**src/rtl/alu_md_sequencer.sv**
```systemverilog
// ----------------------------------------------------------------------------
// alu_md_sequencer
//
// Multi-cycle MUL / DIVU / REMU engine. Shift-add multiply and restoring
// divide are iterated one step per cycle. Every add/subtract goes through the
// core's shared ALU instead of a private adder. While this block is busy the
// core hands it the ALU operand mux and stalls. The result returns through the
// normal writeback path.
//
// Ports
//   clk     in   1     clock, all state updates on the rising edge
//   rst     in   1     synchronous reset, active-high
//   start   in   1     request; only looked at while IDLE
//   op      in   2     00 MUL (low XLEN bits), 01 DIVU, 10 REMU, 11 reserved
//   rs1     in   XLEN  multiplicand / dividend, captured with start
//   rs2     in   XLEN  multiplier / divisor, captured with start
//   busy    out  1     high while iterating (CALC)
//   done    out  1     one-cycle pulse, result valid in the same cycle
//   result  out  XLEN  held from DONE until replaced by the next result
//   alu_a   out  XLEN  operand A to the shared ALU
//   alu_b   out  XLEN  operand B to the shared ALU
//   alu_op  out  3     ALU opcode (ADD / SUB encoding of the core ALU)
//   alu_c   in   XLEN  ALU result, combinational in the same cycle
//
// Handshake: start is a level request. It is accepted on a rising edge only
// when the FSM is IDLE; in CALC or DONE it is ignored and nothing is queued.
// Each accepted request produces exactly one done pulse, unless rst aborts
// the operation first. The ALU request (alu_a/alu_b/alu_op) is valid in every
// CALC cycle, and alu_c must answer it combinationally in that same cycle.
// ----------------------------------------------------------------------------
module alu_md_sequencer #(
  parameter int unsigned XLEN      = 32,
  parameter bit          EARLY_OUT = 1'b0
) (
  input  logic            clk,
  input  logic            rst,
  input  logic            start,
  input  logic [1:0]      op,
  input  logic [XLEN-1:0] rs1,
  input  logic [XLEN-1:0] rs2,
  output logic            busy,
  output logic            done,
  output logic [XLEN-1:0] result,
  output logic [XLEN-1:0] alu_a,
  output logic [XLEN-1:0] alu_b,
  output logic [2:0]      alu_op,
  input  logic [XLEN-1:0] alu_c
);

  // Opcode encodings of the core ALU.
  localparam logic [2:0] ALU_ADD = 3'd0;
  localparam logic [2:0] ALU_SUB = 3'd1;

  localparam logic [1:0] OP_MUL  = 2'b00;
  localparam logic [1:0] OP_DIVU = 2'b01;
  localparam logic [1:0] OP_REMU = 2'b10;
  localparam logic [1:0] OP_RSV  = 2'b11;

  localparam int unsigned CW = $clog2(XLEN);
  localparam logic [CW-1:0] LAST_COUNT = CW'(XLEN - 1);

  typedef enum logic [1:0] {
    S_IDLE = 2'd0,
    S_CALC = 2'd1,
    S_DONE = 2'd2
  } state_e;

  // --------------------------------------------------------------------------
  // State
  // --------------------------------------------------------------------------
  state_e          state_q;
  logic [1:0]      op_q;
  logic [CW-1:0]   count_q;
  logic            busy_q;
  logic            done_q;
  logic [XLEN-1:0] result_q;

  // Multiply datapath
  logic [XLEN-1:0] mcand_q;   // multiplicand, shifts left each iteration
  logic [XLEN-1:0] mplier_q;  // multiplier, shifts right each iteration
  logic [XLEN-1:0] acc_q;     // running product (low XLEN bits)

  // Divide datapath
  logic [XLEN-1:0] dvd_q;     // dividend, MSB feeds the partial remainder
  logic [XLEN-1:0] dvsr_q;    // divisor
  logic [XLEN-1:0] rem_q;     // partial remainder
  logic [XLEN-1:0] quo_q;     // quotient, one bit shifted in per iteration

  // --------------------------------------------------------------------------
  // Per-iteration next values
  // --------------------------------------------------------------------------
  logic [XLEN-1:0] acc_d;
  logic [XLEN-1:0] rem_d;
  logic [XLEN-1:0] quo_d;
  logic [XLEN-1:0] rem_s;     // partial remainder after shifting in a dividend bit
  logic            rem_hi;    // bit shifted out of the top of rem_s
  logic            qbit;
  logic            last_iter;
  logic [XLEN-1:0] calc_result;

  always_comb begin
    alu_a       = '0;
    alu_b       = '0;
    alu_op      = ALU_ADD;
    acc_d       = acc_q;
    rem_d       = rem_q;
    quo_d       = quo_q;
    rem_hi      = rem_q[XLEN-1];
    rem_s       = {rem_q[XLEN-2:0], dvd_q[XLEN-1]};
    // The shifted remainder is XLEN+1 bits wide ({rem_hi, rem_s}). When its
    // top bit is set it is always >= divisor. The subtract result still fits
    // in XLEN bits because the true difference is below the divisor.
    qbit        = rem_hi | (rem_s >= dvsr_q);
    calc_result = '0;

    if (state_q == S_CALC) begin
      if (op_q == OP_MUL) begin
        // The ALU is always presented acc + mcand. The sum is kept only when
        // the current multiplier bit is set.
        alu_a  = acc_q;
        alu_b  = mcand_q;
        alu_op = ALU_ADD;
        if (mplier_q[0]) begin
          acc_d = alu_c;
        end
      end else begin
        alu_a  = rem_s;
        alu_b  = dvsr_q;
        alu_op = ALU_SUB;
        rem_d  = qbit ? alu_c : rem_s;
        quo_d  = {quo_q[XLEN-2:0], qbit};
      end
    end

    // With EARLY_OUT the multiply ends on the iteration after which the
    // shifted multiplier is zero, because no further add can change acc.
    last_iter = (count_q == LAST_COUNT) ||
                (EARLY_OUT && (op_q == OP_MUL) && (mplier_q[XLEN-1:1] == '0));

    case (op_q)
      OP_MUL:  calc_result = acc_d;
      OP_DIVU: calc_result = quo_d;
      default: calc_result = rem_d;
    endcase
  end

  // --------------------------------------------------------------------------
  // FSM and datapath registers
  // --------------------------------------------------------------------------
  always_ff @(posedge clk) begin
    if (rst) begin
      state_q  <= S_IDLE;
      op_q     <= OP_MUL;
      count_q  <= '0;
      busy_q   <= 1'b0;
      done_q   <= 1'b0;
      result_q <= '0;
      mcand_q  <= '0;
      mplier_q <= '0;
      acc_q    <= '0;
      dvd_q    <= '0;
      dvsr_q   <= '0;
      rem_q    <= '0;
      quo_q    <= '0;
    end else begin
      case (state_q)
        S_IDLE: begin
          done_q <= 1'b0;
          if (start) begin
            op_q     <= op;
            count_q  <= '0;
            mcand_q  <= rs1;
            mplier_q <= rs2;
            acc_q    <= '0;
            dvd_q    <= rs1;
            dvsr_q   <= rs2;
            rem_q    <= '0;
            quo_q    <= '0;
            if (op == OP_RSV) begin
              state_q  <= S_DONE;
              done_q   <= 1'b1;
              result_q <= '0;
            end else if ((op != OP_MUL) && (rs2 == '0)) begin
              // Divide by zero: quotient all-ones, remainder = dividend.
              state_q  <= S_DONE;
              done_q   <= 1'b1;
              result_q <= (op == OP_DIVU) ? '1 : rs1;
            end else begin
              state_q <= S_CALC;
              busy_q  <= 1'b1;
            end
          end
        end

        S_CALC: begin
          acc_q    <= acc_d;
          rem_q    <= rem_d;
          quo_q    <= quo_d;
          mcand_q  <= mcand_q << 1;
          mplier_q <= mplier_q >> 1;
          dvd_q    <= dvd_q << 1;
          count_q  <= count_q + CW'(1);
          if (last_iter) begin
            state_q  <= S_DONE;
            busy_q   <= 1'b0;
            done_q   <= 1'b1;
            result_q <= calc_result;
          end
        end

        S_DONE: begin
          state_q <= S_IDLE;
          done_q  <= 1'b0;
        end

        default: begin
          state_q <= S_IDLE;
          busy_q  <= 1'b0;
          done_q  <= 1'b0;
        end
      endcase
    end
  end

  assign busy   = busy_q;
  assign done   = done_q;
  assign result = result_q;

endmodule

```
**config.mk**
```make
export PLATFORM = sky130hd
export DESIGN_NAME = alu_md_sequencer
export DESIGN_NICKNAME = d
export VERILOG_FILES = /design/src/rtl/alu_md_sequencer.sv
export SDC_FILE = /design/constraint.sdc
export NUM_CORES = 1
export LEC_CHECK = 0
export BUFFER_PORTS_ARGS = -buffer_cell sky130_fd_sc_hd__buf_4
export CAP_MARGIN = 30
export CORE_UTILIZATION = 28
export CTS_CLUSTER_DIAMETER = 40
export CTS_CLUSTER_SIZE = 10
export DETAILED_ROUTE_END_ITERATION = 8
export GPL_TIMING_DRIVEN = 0
export HOLD_SLACK_MARGIN = 0.08
export PLACE_DENSITY = 0.54
export SLEW_MARGIN = 20
export SYNTH_ARGS = -nofsm -noshare
export SYNTH_HDL_FRONTEND = slang
export SYNTH_SLANG_ARGS = --single-unit
export TNS_END_PERCENT = 50
```
**constraint.sdc**
```tcl
create_clock -name clk -period 2.3 [get_ports clk]
set_clock_uncertainty 0.05 [all_clocks]
set_input_delay 0.345 -clock clk [delete_from_list [all_inputs] [get_ports clk]]
set_output_delay 0.345 -clock clk [all_outputs]
set_load 0.01 [all_outputs]
```
==> impl_metrics.env, run 1 <==
export IMPL_setup_worst_path_end_class="flop"
export IMPL_regToRegSetupSlack_ps=-410
export IMPL_path_clk_slew_ps=50
export IMPL_post_drt_wl_per_cell_um=20.4
export IMPL_timing_fmax_mhz=370
export IMPL_first_global_vias=12900
export IMPL_synth_edf_count=0
export IMPL_antenna_found_initial=1
export IMPL_synth_most_common_cell="nand2_1"
export IMPL_synth_cell_types=49
export IMPL_grt_ovfl_total=0
export IMPL_async_flop_share_pct=0
export IMPL_worstPathArrival_ps=3100
export IMPL_design_area_mm2=0.0179
export IMPL_synthTopCellsByCount="nand2_1, dfxtp_1, a21oi_1"
export IMPL_dieWidth_um=211
export IMPL_hp_class="input port to flop"
export IMPL_root_buffer="clkbuf_16"
export IMPL_std_cell_rows=76
export IMPL_dr_total_vias=13700
export IMPL_core_mm2=0.0431
export IMPL_power_switching_uw=3790
export IMPL_dr_pass1_iters=7
export IMPL_layout_drive_gt1_share_pct=25.6
export IMPL_cts_tree="done"
export IMPL_placed_cell_area_mm2=0.0145
export IMPL_finalCritPeriodShare_pct=118
export IMPL_ys_ff_latch=234
export IMPL_drt_iter0_markers=1405
export IMPL_netlist_area_mm2=0.0123
export IMPL_syn_instance_count=1650
export IMPL_antenna_cells=0
export IMPL_rsz0062_at_grt="true"
export IMPL_worstSkewPairLatency_ps=540
export IMPL_fin_crit_ps=2710
export IMPL_via_per_inst=5.25
export IMPL_io_buffer_count=198
export IMPL_drc=0
export IMPL_maxSlewViolCount=0
export IMPL_power_density_mw_per_mm2=733
export IMPL_synth_top_area_share_pct=38.2
export IMPL_start_util_pct=28.4
export IMPL_synthTopCellsByArea="dfxtp_1, nand2_1, a21oi_1"
export IMPL_setup_viol=68
export IMPL_routed_wl_um=53200
export IMPL_place_congestion=0.905
export IMPL_grt_pass1_wl_um=77800
export IMPL_area_growth_pct=46.0
export IMPL_die_y_um=211
export IMPL_dp_cells=2434
export IMPL_yosysSeqAreaShare_pct=38.2
export IMPL_p_int_uw=9330
export IMPL_peakVddDrop_v=0.000526
export IMPL_cp_max_fo=10
export IMPL_p_leak_uw=0.00687
export IMPL_fin_ws_ps=-406
export IMPL_yosysWarnings=0
export IMPL_clock_power_share_pct=50.3
export IMPL_seqPwrFrac_pct=33.4
export IMPL_final_cell_count_no_fill=2614
export IMPL_hpwl_um=40300
export IMPL_outcome="finished, violations left"
export IMPL_max_clock_path_buffers=3
export IMPL_syn_avg_cell_area_um2=7.43
export IMPL_critPathRequiredTime_ps=2690
export IMPL_ant_nets=0
export IMPL_violations="negative setup slack"
export IMPL_power_frac_comb_pct=16.3
export IMPL_worst_slew_pin_transition_ps=826
export IMPL_cp_start_kind="flop"
export IMPL_finalHoldViolCount=0
export IMPL_worstSetupPathType="flop to flop"
export IMPL_yosys_area_top_type="dfxtp_1"
export IMPL_pre_cts_slack_ps=-755
export IMPL_cts_sinks=234
export IMPL_slew_headroom_pct=44.9
export IMPL_power_total_uw=13100
export IMPL_swShare_pct=28.9
export IMPL_synthFlopType="dfxtp_1"
export IMPL_cts_buffers=43
export IMPL_grtUsageTotal_pct=23.1
export IMPL_cts_htree_levels=2
export IMPL_finalNetCount=2132
export IMPL_io_pins=202
export IMPL_grt_max_degree=11
export IMPL_max_cap_viol_count=0
export IMPL_die_area_mm2=0.0446
[flip-flops by register name, summed over array words and instances (netlist names)]
register	count
acc_q	32
busy	1
count_q	5
done	1
dvsr_q	32
mcand_q	32
mplier_q	32
op_q	2
quo_q	31
rem_q	32
result	32
state_q	2
[metal layers]
layer  vias up  track usage (%)  part of all wire (%)
li1       6455                -                     -
met1      6515             30.1                    43
met2       624             37.7                    46
met3       114             4.52                   8.1
met4         4             7.85                   3.2
met5         -             1.11                  0.14
[power groups by stage]
stage | clock (uW) | sequential (uW) | combinational, uW
floorplan | 0 | 4420 | 982
global placement | 0 | 4450 | 1710
detailed placement | 0 | 4460 | 1730
CTS | 6670 | 4380 | 1960
global route | 6860 | 4390 | 2300
finish | 6590 | 4380 | 2140
[cell usage in the layout (no fill, tap or decap), types with 10 or more instances in the layout]
cell type,netlist,routed
a31oi_1,35,35
dfxtp_2,0,14
a21oi_1,219,175
clkbuf_2,0,12
a22oi_1,61,61
mux2_2,24,24
o31ai_2,23,23
nand3_1,63,62
buf_4,3,230
dfxtp_1,234,215
nand2_1,377,373
o21ai_1,0,15
inv_1,60,52
dlygate4sd3_1,0,76
clkbuf_16,0,49
o21a_1,28,28
o21ai_0,92,75
a21oi_2,0,31
ha_1,34,26
nor2_1,110,107
a21oi_4,0,13
buf_6,4,10
a211o_1,24,24
o211a_1,24,23
clkbuf_1,112,82
[metrics by stage]
stage,hold slack [ps],setup TNS (ps),utilization (%)
2_1_floorplan,376,-368,-
3_3_place_gp,397,-116190,33.7
3_5_place_dp,406,-115310,33.7
4_1_cts,80.9,-23310,40.1
5_1_grt,98.1,-28960,41.5
6_report,87.2,-21600,41.5
[worst max-delay path, cell delays in order (launching register included)]
cell	delay, ps
dfxtp_1	380
ha_4	300
nand4_1	220
nor4_4	370
a311oi_4	90
a211o_4	420
and2_4	210
buf_8	150
o211a_1	240
o31ai_2	170
[logic make-up (layout without fill, tap and decap cells)]
logic type | Yosys count | in the layout | share of synthesized area [%]
compound gates | 545 | 545 | 28.7
fa+ha+maj | 34 | 34 | 3.47
buf+inv | 204 | 582 | 6.70
flops | 234 | 234 | 38.2
mux | 32 | 32 | 2.86
other cells | 1 | 2 | 0.0306
simple gates | 600 | 600 | 20.0
[final cells by class]
class / instances / area [um2]
plain buffers: 140 / 830
clock buffers: 51 / 1180
clock inverters: 26 / 315
fillers: 4428 / 25200
inverters: 61 / 231
multi-input cells: 1213 / 7310
flip-flops and latches: 234 / 4720
well taps: 585 / 732
repair buffers: 304 / 2570
[final timing paths]
| path | endpoint | cells after the start | start |
|---|---|---|---|
| min | dvsr_q[6] | 3 | rs2[6] |
| max reg2reg | result[6] | 9 | rem_q[9] |
| max | result[6] | 9 | rem_q[9] |
| min reg2reg | mplier_q[31] | 2 | mplier_q[31] |
[timing repair]
action	4_1_cts	5_1_grt
cloned	1	4
hold endpoints to repair	91	0
pin swaps	22	36
gates resized for setup	142	127
hold buffers	76	0
buffers inserted	8	16
endpoints found under the setup margin	258	194
Note: power is estimated with default switching activity, not from simulation.
==> run 2: changes to the inputs <==
Settings changed: CORE_UTILIZATION 28 to 48, GPL_TIMING_DRIVEN 0 to unset, PLACE_DENSITY 0.54 to 0.79.
==> impl_metrics.env, run 2 (synthesized netlist as in run 1, its figures left out) <==
export IMPL_first_global_vias=13200
export IMPL_cp_max_fo=21
export IMPL_r2r_start="dvsr_q[15]"
export IMPL_use_met2_pct=55.3
export IMPL_rr_worst_depth=11
export IMPL_finalCritPeriodShare_pct=113
export IMPL_grt_use_met3_pct=5.01
export IMPL_io_pins=202
export IMPL_placed_cell_area_mm2=0.0149
export IMPL_max_cap_viol_count=0
export IMPL_core_mm2=0.0251
export IMPL_cts_tree="done"
export IMPL_use_met1_pct=40.9
export IMPL_dr_total_vias=13700
export IMPL_drc=0
export IMPL_die_y_um=162
export IMPL_layout_drive_gt1_share_pct=27.7
export IMPL_fin_ws_ps=-305
export IMPL_worstSetupPathType="flop to flop"
export IMPL_cts_buffers=39
export IMPL_worstSkewPairLatency_ps=520
export IMPL_hp_class="input port to flop"
export IMPL_power_density_mw_per_mm2=724
export IMPL_dr_pass1_iters=6
export IMPL_reg2reg_to="result[20]"
export IMPL_post_drt_wl_per_cell_um=19.3
export IMPL_io_buffer_count=199
export IMPL_cts_htree_levels=2
export IMPL_dieWidth_um=162
export IMPL_std_cell_rows=58
export IMPL_via_per_inst=5.93
export IMPL_top_usage_layer="met2"
export IMPL_cp_num_buf_inv=3
export IMPL_antenna_cells=0
export IMPL_worstHoldEndpoint="mcand_q[10]"
export IMPL_root_buffer="clkbuf_16"
export IMPL_cp_start_kind="flop"
export IMPL_whs_ps=91.5
export IMPL_slew_headroom_pct=42.0
export IMPL_place_congestion=0.931
export IMPL_timing_fmax_mhz=384
export IMPL_hpwl_um=29300
export IMPL_routed_wl_um=44400
export IMPL_path_clk_slew_ps=50
export IMPL_fin_crit_ps=2610
export IMPL_grt_max_degree=129
export IMPL_whs_path_depth=3
export IMPL_design_area_mm2=0.0171
export IMPL_critPathRequiredTime_ps=2680
export IMPL_outcome="finished, violations left"
export IMPL_antenna_found_initial=0
export IMPL_die_area_mm2=0.0262
export IMPL_worst_slew_pin_transition_ps=870
export IMPL_worstPathArrival_ps=2990
export IMPL_critical_path_top_delay_family="compound AO/OA/AOI/OAI gates"
export IMPL_setup_worst_path_end_class="flop"
export IMPL_p_leak_uw=0.00695
export IMPL_cts_sinks=234
export IMPL_drt_iter0_markers=1611
export IMPL_power_total_uw=12400
export IMPL_slowest_stage="a211o_2"
export IMPL_hp_start="rs1[10]"
export IMPL_cp_slowest_stage_delay_ps=410
export IMPL_rsz0062_at_grt="true"
export IMPL_regToRegSetupSlack_ps=-310
export IMPL_crit_path_cell_trace="inv_2, ha_4, nand4_1, buf_4, nor3_2, a311oi_2, a211o_2, and2_4, buf_12, o211a_1, o31ai_2"
export IMPL_max_clock_path_buffers=3
export IMPL_setup_viol=68
export IMPL_grt_pass1_wl_um=69300
export IMPL_finalNetCount=2086
export IMPL_ant_nets=0
export IMPL_area_growth_pct=39.3
export IMPL_start_util_pct=48.8
export IMPL_grtUsageTotal_pct=33.2
export IMPL_grt_ovfl_total=0
export IMPL_maxSlewViolCount=0
export IMPL_final_cell_mix="nand2_1, buf_4, dfxtp_1, a21oi_1, nor2_1"
export IMPL_finalHoldViolCount=0
export IMPL_violations="negative setup slack"
export IMPL_peakVddDrop_v=0.000508
export IMPL_final_common_cell="nand2_1"
-- run 2: layer usage --
layer,routed length [um],up-vias
li1,-,6348
met1,17200,6388
met2,20900,775
met3,3930,171
met4,2460,0
met5,0,-
-- run 2: how the worst max path moves through the flow --
stage,startpoint,to,slack [ps],cells after the start
2_1_floorplan,dvsr_q[9],result[21],-20,11
5_1_grt,dvsr_q[14],result[20],-390,10
6_report,dvsr_q[15],result[20],-310,11
4_1_cts,mcand_q[31],rem_q[7],-250,10
3_5_place_dp,mcand_q[31],result[2],-390,10
3_3_place_gp,rs2[24],result[25],-260,9
-- run 2: per-stage QoR --
| step | std cells | util [%] | TNS (ps) | worst slack, ps |
|---|---|---|---|---|
| after floorplan | 1651 | - | -368 | -17.3 |
| after global placement | 2191 | 59.5 | -12570 | -263 |
| after detailed placement | 2191 | 59.5 | -18930 | -394 |
| after CTS | 2306 | 67.7 | -11250 | -246 |
| after global routing | 2308 | 68.0 | -20330 | -394 |
| final | 2308 | 68.0 | -13740 | -305 |
-- run 2: what timing repair did --
action / in CTS / in global routing
pin swaps: 15 / 16
hold endpoints to repair: 43 / 0
endpoints found under the setup margin: 70 / 81
hold buffers: 42 / 0
cloned: 2 / 0
buffers inserted: 3 / 3
gates resized for setup: 60 / 34
-- run 2: report_power, final --
part	internal, uW	switching (uW)	total (uW)	leakage (uW)
logic	774	1170	1940	0.00438
clock network	3970	2090	6060	0.000656
registers	4240	127	4360	0.00191
-- run 2: final cells by class --
| type | count | area [um2] |
|---|---|---|
| Clock buffer | 48 | 1100 |
| Clock inverter | 20 | 256 |
| Fill cell | 2019 | 8040 |
| Inverter | 61 | 229 |
| Multi-Input combinational cell | 1213 | 7040 |
| Sequential cell | 234 | 4710 |
| Tap cell | 330 | 413 |
| Timing Repair Buffer | 402 | 3320 |
-- run 2: worst register-to-register path: cells and delay by family (launching register included) --
| family | cells | cell delay (ps) |
|---|---|---|
| AOI/OAI and AO/OA | 4 | 920 |
| adders and majority gates | 1 | 270 |
| buffers and inverters | 3 | 410 |
| DFF | 1 | 330 |
| and+or+nand+nor | 3 | 530 |
